## config.mk

```make
export PLATFORM = sky130hd
export DESIGN_NAME = fft_peak_detect_flat
export DESIGN_NICKNAME = d
export VERILOG_FILES = /design/src/rtl/fft_pkg.sv /design/src/rtl/fft_peak_detect_if.sv /design/src/rtl/fft_pwr_calc.sv /design/src/rtl/fft_peak_detect.sv /design/src/flat_wrapper.sv
export SDC_FILE = /design/constraint.sdc
export NUM_CORES = 2
export LEC_CHECK = 0
export BUFFER_PORTS_ARGS = -buffer_cell sky130_fd_sc_hd__clkbuf_2
export CAP_MARGIN = 20
export CORE_ASPECT_RATIO = 0.8
export CORE_UTILIZATION = 47
export CTS_CLUSTER_SIZE = 14
export DETAILED_ROUTE_END_ITERATION = 10
export PLACE_DENSITY_LB_ADDON = 0.25
export SETUP_SLACK_MARGIN = 0.2
export SKIP_CTS_REPAIR_TIMING = 1
export SYNTH_ARGS = -nofsm -noshare
export SYNTH_HDL_FRONTEND = slang
export SYNTH_SLANG_ARGS = --single-unit
```

## constraint.sdc

```tcl
create_clock -name clk -period 4.7 [get_ports clk]
set_input_delay 0.705 -clock clk [delete_from_list [all_inputs] [get_ports clk]]
set_output_delay 0.705 -clock clk [all_outputs]
set_load 0.02 [all_outputs]
```

## src/rtl/fft_pkg.sv

```systemverilog
// Shared constants and FSM encoding for the FFT peak detector.
package fft_pkg;

   localparam int FFT_N      = 512;
   localparam int FFT_DATA_W = 16;
   localparam int FFT_IDX_W  = 9;
   localparam int FFT_PWR_W  = 2*FFT_DATA_W;

   typedef enum logic {
      ST_IDLE   = 1'b0,
      ST_ACTIVE = 1'b1
   } fft_state_e;

endpackage

```

## src/rtl/fft_peak_detect_if.sv

```systemverilog
// Avalon-ST source bus from the FFT core into the peak detector.
interface fft_peak_detect_if import fft_pkg::*; #(
   parameter int DATA_W = FFT_DATA_W
);
   logic                     source_valid;
   logic                     source_sop;
   logic                     source_eop;
   logic signed [DATA_W-1:0] source_real;
   logic signed [DATA_W-1:0] source_imag;
   logic                     source_ready;

   modport master (
      output source_valid, source_sop, source_eop, source_real, source_imag,
      input  source_ready
   );

   modport slave (
      input  source_valid, source_sop, source_eop, source_real, source_imag,
      output source_ready
   );
endinterface

```

## src/rtl/fft_pwr_calc.sv

```systemverilog
// Bin power pipeline: squares registered on the accepting edge, the sum is
// formed combinationally from those registers so the consumer can compare
// and register the result on the following edge. A sideband word rides
// alongside so framing information stays aligned with its power value.
module fft_pwr_calc import fft_pkg::*; #(
   parameter int DATA_W = FFT_DATA_W,
   parameter int SB_W   = 4
) (
   input  logic                     clk,
   input  logic                     rst_n,
   input  logic                     in_valid,
   input  logic signed [DATA_W-1:0] in_re,
   input  logic signed [DATA_W-1:0] in_im,
   input  logic [SB_W-1:0]          in_sb,
   output logic                     out_valid,
   output logic [2*DATA_W-1:0]      out_pwr,
   output logic [SB_W-1:0]          out_sb
);

   logic signed [2*DATA_W-1:0] re_ext;
   logic signed [2*DATA_W-1:0] im_ext;
   logic signed [2*DATA_W-1:0] re_sq_s;
   logic signed [2*DATA_W-1:0] im_sq_s;
   logic        [2*DATA_W-1:0] re_sq_q;
   logic        [2*DATA_W-1:0] im_sq_q;
   logic                       valid_q;
   logic        [SB_W-1:0]     sb_q;

   // Full-width signed squares; the largest is 2^(2*DATA_W-2), so no wrap.
   assign re_ext  = {{DATA_W{in_re[DATA_W-1]}}, in_re};
   assign im_ext  = {{DATA_W{in_im[DATA_W-1]}}, in_im};
   assign re_sq_s = re_ext * re_ext;
   assign im_sq_s = im_ext * im_ext;

   // Stage 1: capture squares and sideband for the accepted beat.
   always_ff @(posedge clk or negedge rst_n) begin
      if (!rst_n) begin
         re_sq_q <= '0;
         im_sq_q <= '0;
         valid_q <= 1'b0;
         sb_q    <= '0;
      end else begin
         valid_q <= in_valid;
         if (in_valid) begin
            re_sq_q <= re_sq_s;
            im_sq_q <= im_sq_s;
            sb_q    <= in_sb;
         end
      end
   end

   // Stage 2 adder: sum of two non-negative squares fits 2*DATA_W unsigned.
   assign out_pwr   = re_sq_q + im_sq_q;
   assign out_valid = valid_q;
   assign out_sb    = sb_q;

endmodule

```

## src/rtl/fft_peak_detect.sv

```systemverilog
// Tracks the maximum-power bin across one FFT frame and reports it with a
// one-cycle strobe two cycles after the eop beat; malformed frames raise
// frame_err instead. Build option FFT_HALF_SPECTRUM_EN restricts the compare
// to the lower half of the spectrum while framing still counts every bin.
//
// state     | meaning
// ----------+---------------------------------------------------------
// ST_IDLE   | waiting for sop; non-sop beats are dropped
// ST_ACTIVE | inside a frame; bin_q is the index of the next beat
module fft_peak_detect import fft_pkg::*; #(
   parameter int DATA_W   = FFT_DATA_W,
   parameter int N_POINTS = FFT_N,
   parameter int IDX_W    = FFT_IDX_W
) (
   input  logic                clk,
   input  logic                rst_n,
   fft_peak_detect_if.slave    src,
   output logic [IDX_W-1:0]    peak_idx,
   output logic [2*DATA_W-1:0] peak_pwr,
   output logic                peak_valid,
   output logic                frame_err
);

   localparam int PWR_W = 2*DATA_W;
   localparam int SB_W  = IDX_W + 4;
   localparam logic [IDX_W-1:0] LAST_BIN = IDX_W'(N_POINTS-1);

   fft_state_e       state_q, state_d;
   logic [IDX_W-1:0] bin_q, bin_d;
   logic             ready_q;
   logic             accept;

   // Per-beat tag handed to the power pipeline.
   logic             tag_v;
   logic [IDX_W-1:0] tag_idx;
   logic             tag_first;
   logic             tag_last;
   logic             tag_err;
   logic             tag_cmp;

   logic             p_valid;
   logic [PWR_W-1:0] p_pwr;
   logic [SB_W-1:0]  p_sb;
   logic [IDX_W-1:0] p_idx;
   logic             p_first, p_last, p_err, p_cmp;

   logic [PWR_W-1:0] max_pwr_q;
   logic [IDX_W-1:0] max_idx_q;
   logic             in_range;
   logic             take;
   logic [PWR_W-1:0] best_pwr;
   logic [IDX_W-1:0] best_idx;

   assign src.source_ready = ready_q;
   assign accept           = src.source_valid & ready_q;

   // Ready comes up on the first edge after reset release.
   always_ff @(posedge clk or negedge rst_n) begin
      if (!rst_n) ready_q <= 1'b0;
      else        ready_q <= 1'b1;
   end

   // FSM state and bin counter registers.
   always_ff @(posedge clk or negedge rst_n) begin
      if (!rst_n) begin
         state_q <= ST_IDLE;
         bin_q   <= '0;
      end else begin
         state_q <= state_d;
         bin_q   <= bin_d;
      end
   end

   // Framing decisions for the accepted beat and the tag it carries.
   always_comb begin
      state_d   = state_q;
      bin_d     = bin_q;
      tag_v     = 1'b0;
      tag_idx   = bin_q;
      tag_first = 1'b0;
      tag_last  = 1'b0;
      tag_err   = 1'b0;
      tag_cmp   = 1'b0;
      if (accept) begin
         case (state_q)
            ST_IDLE: begin
               if (src.source_sop) begin
                  tag_v = 1'b1;
                  if (src.source_eop) begin
                     tag_err = 1'b1;
                  end else begin
                     tag_idx   = '0;
                     tag_first = 1'b1;
                     tag_cmp   = 1'b1;
                     bin_d     = IDX_W'(1);
                     state_d   = ST_ACTIVE;
                  end
               end
            end
            ST_ACTIVE: begin
               tag_v = 1'b1;
               if (src.source_sop) begin
                  // Aborts the running frame; a clean sop restarts at bin 0.
                  tag_err = 1'b1;
                  if (src.source_eop) begin
                     bin_d   = '0;
                     state_d = ST_IDLE;
                  end else begin
                     tag_idx   = '0;
                     tag_first = 1'b1;
                     tag_cmp   = 1'b1;
                     bin_d     = IDX_W'(1);
                  end
               end else begin
                  tag_cmp = 1'b1;
                  if (src.source_eop || bin_q == LAST_BIN) begin
                     if (src.source_eop && bin_q == LAST_BIN) tag_last = 1'b1;
                     else                                     tag_err  = 1'b1;
                     bin_d   = '0;
                     state_d = ST_IDLE;
                  end else begin
                     bin_d = bin_q + IDX_W'(1);
                  end
               end
            end
            default: begin
               bin_d   = '0;
               state_d = ST_IDLE;
            end
         endcase
      end
   end

   fft_pwr_calc #(
      .DATA_W (DATA_W),
      .SB_W   (SB_W)
   ) u_pwr_calc (
      .clk       (clk),
      .rst_n     (rst_n),
      .in_valid  (tag_v),
      .in_re     (src.source_real),
      .in_im     (src.source_imag),
      .in_sb     ({tag_idx, tag_first, tag_last, tag_err, tag_cmp}),
      .out_valid (p_valid),
      .out_pwr   (p_pwr),
      .out_sb    (p_sb)
   );

   assign {p_idx, p_first, p_last, p_err, p_cmp} = p_sb;

`ifdef FFT_HALF_SPECTRUM_EN
   assign in_range = (p_idx < IDX_W'(N_POINTS/2));
`else
   assign in_range = 1'b1;
`endif

   // Strict greater-than keeps the earliest bin on ties; first bin always loads.
   always_comb begin
      take     = p_valid & p_cmp & in_range & (p_first | (p_pwr > max_pwr_q));
      best_pwr = max_pwr_q;
      best_idx = max_idx_q;
      if (take) begin
         best_pwr = p_pwr;
         best_idx = p_idx;
      end
   end

   // Running max and result strobes; err and last never share a beat.
   always_ff @(posedge clk or negedge rst_n) begin
      if (!rst_n) begin
         max_pwr_q  <= '0;
         max_idx_q  <= '0;
         peak_idx   <= '0;
         peak_pwr   <= '0;
         peak_valid <= 1'b0;
         frame_err  <= 1'b0;
      end else begin
         max_pwr_q  <= best_pwr;
         max_idx_q  <= best_idx;
         peak_valid <= p_valid & p_last;
         frame_err  <= p_valid & p_err;
         if (p_valid && p_last) begin
            peak_idx <= best_idx;
            peak_pwr <= best_pwr;
         end
      end
   end

endmodule

```

## src/flat_wrapper.sv

```systemverilog
// flat-port wrapper written by rule: the top's interface ports become plain ports
module fft_peak_detect_flat import fft_pkg::*;
#(
   parameter int DATA_W   = FFT_DATA_W,
   parameter int N_POINTS = FFT_N,
   parameter int IDX_W    = FFT_IDX_W
)
  (clk, rst_n, peak_idx, peak_pwr, peak_valid, frame_err, src_source_valid, src_source_sop, src_source_eop, src_source_real, src_source_imag, src_source_ready);
  fft_peak_detect_if #(.DATA_W(DATA_W)) src_i ();
  input  logic clk;
  input  logic rst_n;
  output logic [IDX_W-1:0] peak_idx;
  output logic [2*DATA_W-1:0] peak_pwr;
  output logic peak_valid;
  output logic frame_err;
  input wire logic [$bits(src_i.source_valid)-1:0] src_source_valid;
  input wire logic [$bits(src_i.source_sop)-1:0] src_source_sop;
  input wire logic [$bits(src_i.source_eop)-1:0] src_source_eop;
  input wire logic [$bits(src_i.source_real)-1:0] src_source_real;
  input wire logic [$bits(src_i.source_imag)-1:0] src_source_imag;
  output wire logic [$bits(src_i.source_ready)-1:0] src_source_ready;
  assign src_i.source_valid = src_source_valid;
  assign src_i.source_sop = src_source_sop;
  assign src_i.source_eop = src_source_eop;
  assign src_i.source_real = src_source_real;
  assign src_i.source_imag = src_source_imag;
  assign src_source_ready = src_i.source_ready;
  fft_peak_detect #(.DATA_W(DATA_W), .N_POINTS(N_POINTS), .IDX_W(IDX_W)) u_core (.clk(clk), .rst_n(rst_n), .src(src_i), .peak_idx(peak_idx), .peak_pwr(peak_pwr), .peak_valid(peak_valid), .frame_err(frame_err));
endmodule
```

Yosys cells after proc, flatten, opt, wreduce, memory -nomap -nowiden
Index checks and enable logic that the tools add are counted.

Memories kept: 0. Bits in read-only memories: 0. Bits in writable memories: 0. Input bits: 37. Bits in latches: 0. Word-level logic and storage cells: 67. Register bits: 173. Output and inout port bits: 44.

Equal/unequal tests: 3. Bitwise logic cells: 7. $mul: 2. Divide/modulo/power cells: 0. Add/subtract/negate cells: 2. Order comparisons: 1. Shifts and indexed selects: 0. Multiplexer cells: 35. Reduce and logical (&&, ||, !) cells: 4.

Operators by type and width (count): $mux 9 (8); $mul 16x16->32 (2); $add 32x32->32 (1); $gt 32x32->1 (1); $mux 32 (1); $mux 1 (21); $pmux 9 s2 (1); $add 9x1->9 const B (1); $eq 9x9->1 const B (1); $pmux 1 s2 (4); $and 1x1->1 (5); $ne 2x2->1 const B (2); $reduce_and 3->1 (1); $logic_and 1x1->1 (2); $logic_or 1x1->1 (1); $not 1->1 (1); $or 1x1->1 (1).

Logic depth before layout (Yosys ltp)
Word-level depth: 7. Gate-level depth with buffers: 26.

Hierarchy
A second synthesis with hierarchy kept.

Cell total of the unflattened synthesis: 2830. Area, all modules: 27709.1 µm².

By module, submodules not included: fft_pwr_calc (seq. area each 1901.8 µm², cells each 2358, times used 1, area each 22167.5 µm²); fft_peak_detect (seq. area each 2377.3 µm², cells each 472, times used 1, area each 5541.6 µm²).

Worst setup path after synthesis
OpenSTA, ideal clock, no wires.

Kind: input -> register. From: input port src_source_imag[15]. To: register u_core.u_pwr_calc.im_sq_q[31]. Buffers on the path: 3. Data required time: 4565 ps. Slack: -1809 ps. Setup time: 135 ps. Stages: 21. Data arrival time: 6374 ps. Cell sequence: clkbuf_1 > clkbuf_1 > nand2_1 > fa_1 > inv_1 > fa_1 > inv_1 > fa_1 > inv_1 > fa_1 > fa_1 > fa_1 > ha_1 > clkbuf_1 > a21o_1 > a2111o_1 > a21o_1 > a31o_2 > o31ai_1 > xnor2_1 > o21ai_0.

Word-level cells in the longest chain between the ends: 1.

RTL lines: start: declaration (RTL line flat_wrapper.sv:20) `input wire logic [$bits(src_i.source_imag)-1:0] src_source_imag;`; $mul 16x16->32 (RTL line fft_pwr_calc.sv:33) `assign im_sq_s = im_ext * im_ext;`; end signal: assignment (RTL line fft_pwr_calc.sv:46) `im_sq_q <= im_sq_s;`; end: declaration (RTL line fft_pwr_calc.sv:25) `logic [2*DATA_W-1:0] im_sq_q;`.

Every way passes these cells. A chain may end at the register's enable or synchronous reset.

Worst setup path after layout
From: input port src_source_real[3]. To: register u_core.u_pwr_calc.re_sq_q[31].

Word-level cells in the longest chain between the ends: 1.

RTL lines: start: declaration (RTL line flat_wrapper.sv:19) `input wire logic [$bits(src_i.source_real)-1:0] src_source_real;`; $mul 16x16->32 (RTL line fft_pwr_calc.sv:32) `assign re_sq_s = re_ext * re_ext;`; end signal: assignment (RTL line fft_pwr_calc.sv:45) `re_sq_q <= re_sq_s;`; end: declaration (RTL line fft_pwr_calc.sv:24) `logic [2*DATA_W-1:0] re_sq_q;`.

Every way passes these cells.

==> results_dict.tcl <==
set metrics [dict create \
    synth_top_area_share_pct 35.7 \
    tns_ns -38.10 \
    placement.io_buffers 80 \
    cp-end-kind "flop" \
    synth_cell_types 66 \
    required_ns 5.02 \
    worstSetupStartpointType "input pin" \
    drive_gt1_share_pct 31.9 \
    clockBufferDepth 2 \
    num-fill-cells 4498 \
    critPathMaxFanout 8 \
    path_class "input pin to flop" \
    synth_edf_count 0 \
    timing.final.ws_setup_ns -1.06 \
    r2r_end "u_core.peak_pwr[31]$_DFFE_PN0P_" \
    worstMarginPinSlew_ns 0.954 \
    violations "negative setup slack" \
    synth.avg_cell_area_sq_um 9.32 \
    period_needed_ns 5.76 \
    reg2reg_depth 23 \
    clkLatencyLatePin_ns 0.45 \
    clkSlewWorstSetupHoldPaths_ns 0.07 \
    async_reset_ff_share_pct 100 \
    synthFlopType "dfrtp_1" \
    drt_iter0_drc 901 \
    fmax_mhz 174 \
    drv_slew 0 \
    cp.arrival_ns 6.08 \
    stdcell_count 4089 \
    holdWs_ns 0.386 \
    cts_root_buffer "clkbuf_16" \
    synthTopCellsByArea "fa_1 36%, dfrtp_1 16%, ha_1 11%" \
    seqCellArea_sq_mm 0.00428 \
    setup_viol 118 \
    skew_ns 0.0112 \
    stdcell_area_sq_mm 0.0346 \
    via_per_inst 5.00 \
    dp.cells 3968 \
    grt_use_total_pct 22.5 \
    synth_cells 2823 \
    start_util_pct 47.6 \
    routabilityCongestion 0.861 \
    drtAntennaViolNets 0 \
    rrSetupSlack_ns -0.26 \
    cts_buffers 17 \
    die_y_um 214 \
    die_area_sq_mm 0.0570 \
    placed_cell_area_sq_mm 0.0312 \
    yosys.area.top_type "fa_1" \
    vias 20400 \
    status "complete, but fails checks" \
    rows 77 \
    rsz0062_at_grt "yes" \
    hold_viol 0 \
    grt_pass1_vias 21500 \
    drt-total-wl_um 63900 \
    synth_warnings 0 \
    maxCapViolCount 0 \
    synth_fp_nets 3570 \
    hold_class "input pin to asynchronous set/reset pin" \
    core_area_sq_mm 0.0553 \
    dr.pass1.iters 5 \
    r2r-start "u_core.u_pwr_calc.im_sq_q[8]$_DFFE_PN0P_" \
    nNetsFinal 4074 \
    htreeDepth 4 \
    grt_pass1_wl_um 103000 \
    synth_seq_cells 171 \
    multi_input_comb_area_sq_mm 0.0212 \
    grt_max_degree 108 \
    ios 81 \
    netlist_area_sq_mm 0.0263 \
    antenna_cells 0 \
    area_growth_pct 31.5 \
    die_w_um 267 \
    clock-sinks 171 \
    tritoncts "yes" \
    grt_antenna_before_repair 0 \
    relSlewSlack_pct 36.4 \
    wire_per_inst_um 15.6 \
    overflow 0 \
    period_share_pct 123 \
    drc_errors 0 \
    place.detailed.hpwl_um 52100 \
    ys_seq_area_share_pct 16.3 \
]
cell type report:
type | instances | area share (%)
Clock buffer | 17 | 1.23
Clock inverter | 14 | 0.379
Inverter | 670 | 7.35
Multi-Input combinational cell | 1893 | 61.3
Sequential cell | 171 | 12.4
Tap cell | 750 | 2.71
Timing Repair Buffer | 574 | 14.7
synthesized netlist by cell type (2+ instances only):
library cell  count
o21ai_0          96
o41ai_1           3
dfrtp_1         171
clkbuf_1         78
a311oi_1          2
nor4_1            2
nor3_1           12
a31oi_1          18
nand2b_1         15
buf_2             2
or3_1             6
ha_1            240
o31a_1            3
nand2_1         380
o21a_1           11
buf_1             6
o21bai_1         14
a21o_1           48
and4_1            3
inv_1           667
mux2i_1           3
nand3b_1          2
a2111oi_0         3
o31ai_1          16
and3_1           13
mux2_1            3
a31o_2           11
clkinv_1          3
mux2_2           43
buf_4             3
nor2_1          106
xor2_1           36
mux2_4            4
a211oi_1         11
fa_1            470
a21oi_1          72
o211ai_1         10
and2_1           83
nand4_1          14
nor2b_1          12
or2_2             2
nand3_1          32
xnor2_1          71
kinds of logic after synthesis:
| kind of cell | share of synthesized area [%] |
|---|---|
| compound gates | 8.25 |
| xor+xnor | 3.56 |
| fa+ha+maj | 47.2 |
| buf+inv | 10.9 |
| flops | 16.3 |
| mux | 2.31 |
| other cells | 0.0142 |
| simple gates | 11.6 |
worst max-delay path by stage:
stage | slack [ns] | to | start | depth (start not counted)
CTS | -1.19 | u_core.u_pwr_calc.re_sq_q[30]$_DFFE_PN0P_ | src_source_real[6] | 24
finish | -1.06 | u_core.u_pwr_calc.re_sq_q[31]$_DFFE_PN0P_ | src_source_real[3] | 22
global route | -1.25 | u_core.u_pwr_calc.re_sq_q[31]$_DFFE_PN0P_ | src_source_real[5] | 22
detailed placement | -1.64 | u_core.u_pwr_calc.re_sq_q[30]$_DFFE_PN0P_ | src_source_real[6] | 24
global placement | -1.55 | u_core.u_pwr_calc.re_sq_q[30]$_DFFE_PN0P_ | src_source_real[6] | 24
floorplan | -1.23 | u_core.u_pwr_calc.im_sq_q[31]$_DFFE_PN0P_ | src_source_imag[1] | 19
cell usage in the layout (no fill, tap or decap), types with 10 or more instances in the layout:
cell type    n
inv_1      605
fa_1       437
buf_4      399
nand2_1    295
ha_1       195
dfrtp_1    171
nor2_1      86
buf_6       68
nand2_2     65
inv_2       55
xnor2_1     54
and2_1      52
a21o_1      48
clkbuf_2    48
o21ai_1     47
mux2_4      45
a21oi_1     43
o21ai_0     40
ha_4        39
xor2_1      35
fa_2        33
and2_4      31
buf_12      28
nand3_1     25
a21oi_2     24
clkbuf_16   24
buf_8       22
nand2_4     20
xnor2_2     17
nor2_2      14
nand4_1     14
nand2b_1    13
o21bai_1    13
a31oi_1     12
nor2b_1     11
o21a_1      11
o211ai_1    10
and3_1      10
per-stage QoR:
step / worst slack (ns) / util [%]
4_1_cts: -1.19 / 57.4
2_1_floorplan: -1.23 / -
3_5_place_dp: -1.64 / 56.4
3_3_place_gp: -1.55 / 56.4
6_report: -1.06 / 62.6
5_1_grt: -1.25 / 62.6
registers in the layout (all words and copies together) (netlist names):
signal                       count
u_core.u_pwr_calc.im_sq_q       31
u_core.bin_q                     9
u_core.u_pwr_calc.out_sb        13
u_core.state_q                   1
u_core.peak_idx                  9
u_core.src.source_ready          1
u_core.peak_valid                1
u_core.u_pwr_calc.out_valid      1
u_core.peak_pwr                 32
u_core.max_idx_q                 9
u_core.u_pwr_calc.re_sq_q       31
u_core.max_pwr_q                32
u_core.frame_err                 1
critical path: stages:
cell and delay (ns):
buf_8 0.10, buf_12 0.14, buf_6 0.11, and2_4 0.13
fa_1 0.47, fa_1 0.56, ha_2 0.17, inv_2 0.03
fa_1 0.50, inv_2 0.04, fa_2 0.52, fa_2 0.45
ha_4 0.17, a21o_1 0.16, or2_0 0.20, o31a_1 0.36
o211ai_1 0.31, a21oi_2 0.16, o41ai_4 0.40, o311ai_2 0.15
xnor2_1 0.16, o21ai_1 0.07
routing by layer:
metal | part of all wire, % | global-route usage [%]
met5 | 0 | 0
met4 | 0.79 | 2.95
met3 | 4.0 | 2.93
met2 | 50 | 38.3
met1 | 45 | 31.5
Power is left out: the tool's default activity adds up to more than one toggle a clock period on the data nets, which glitch-free logic cannot reach.
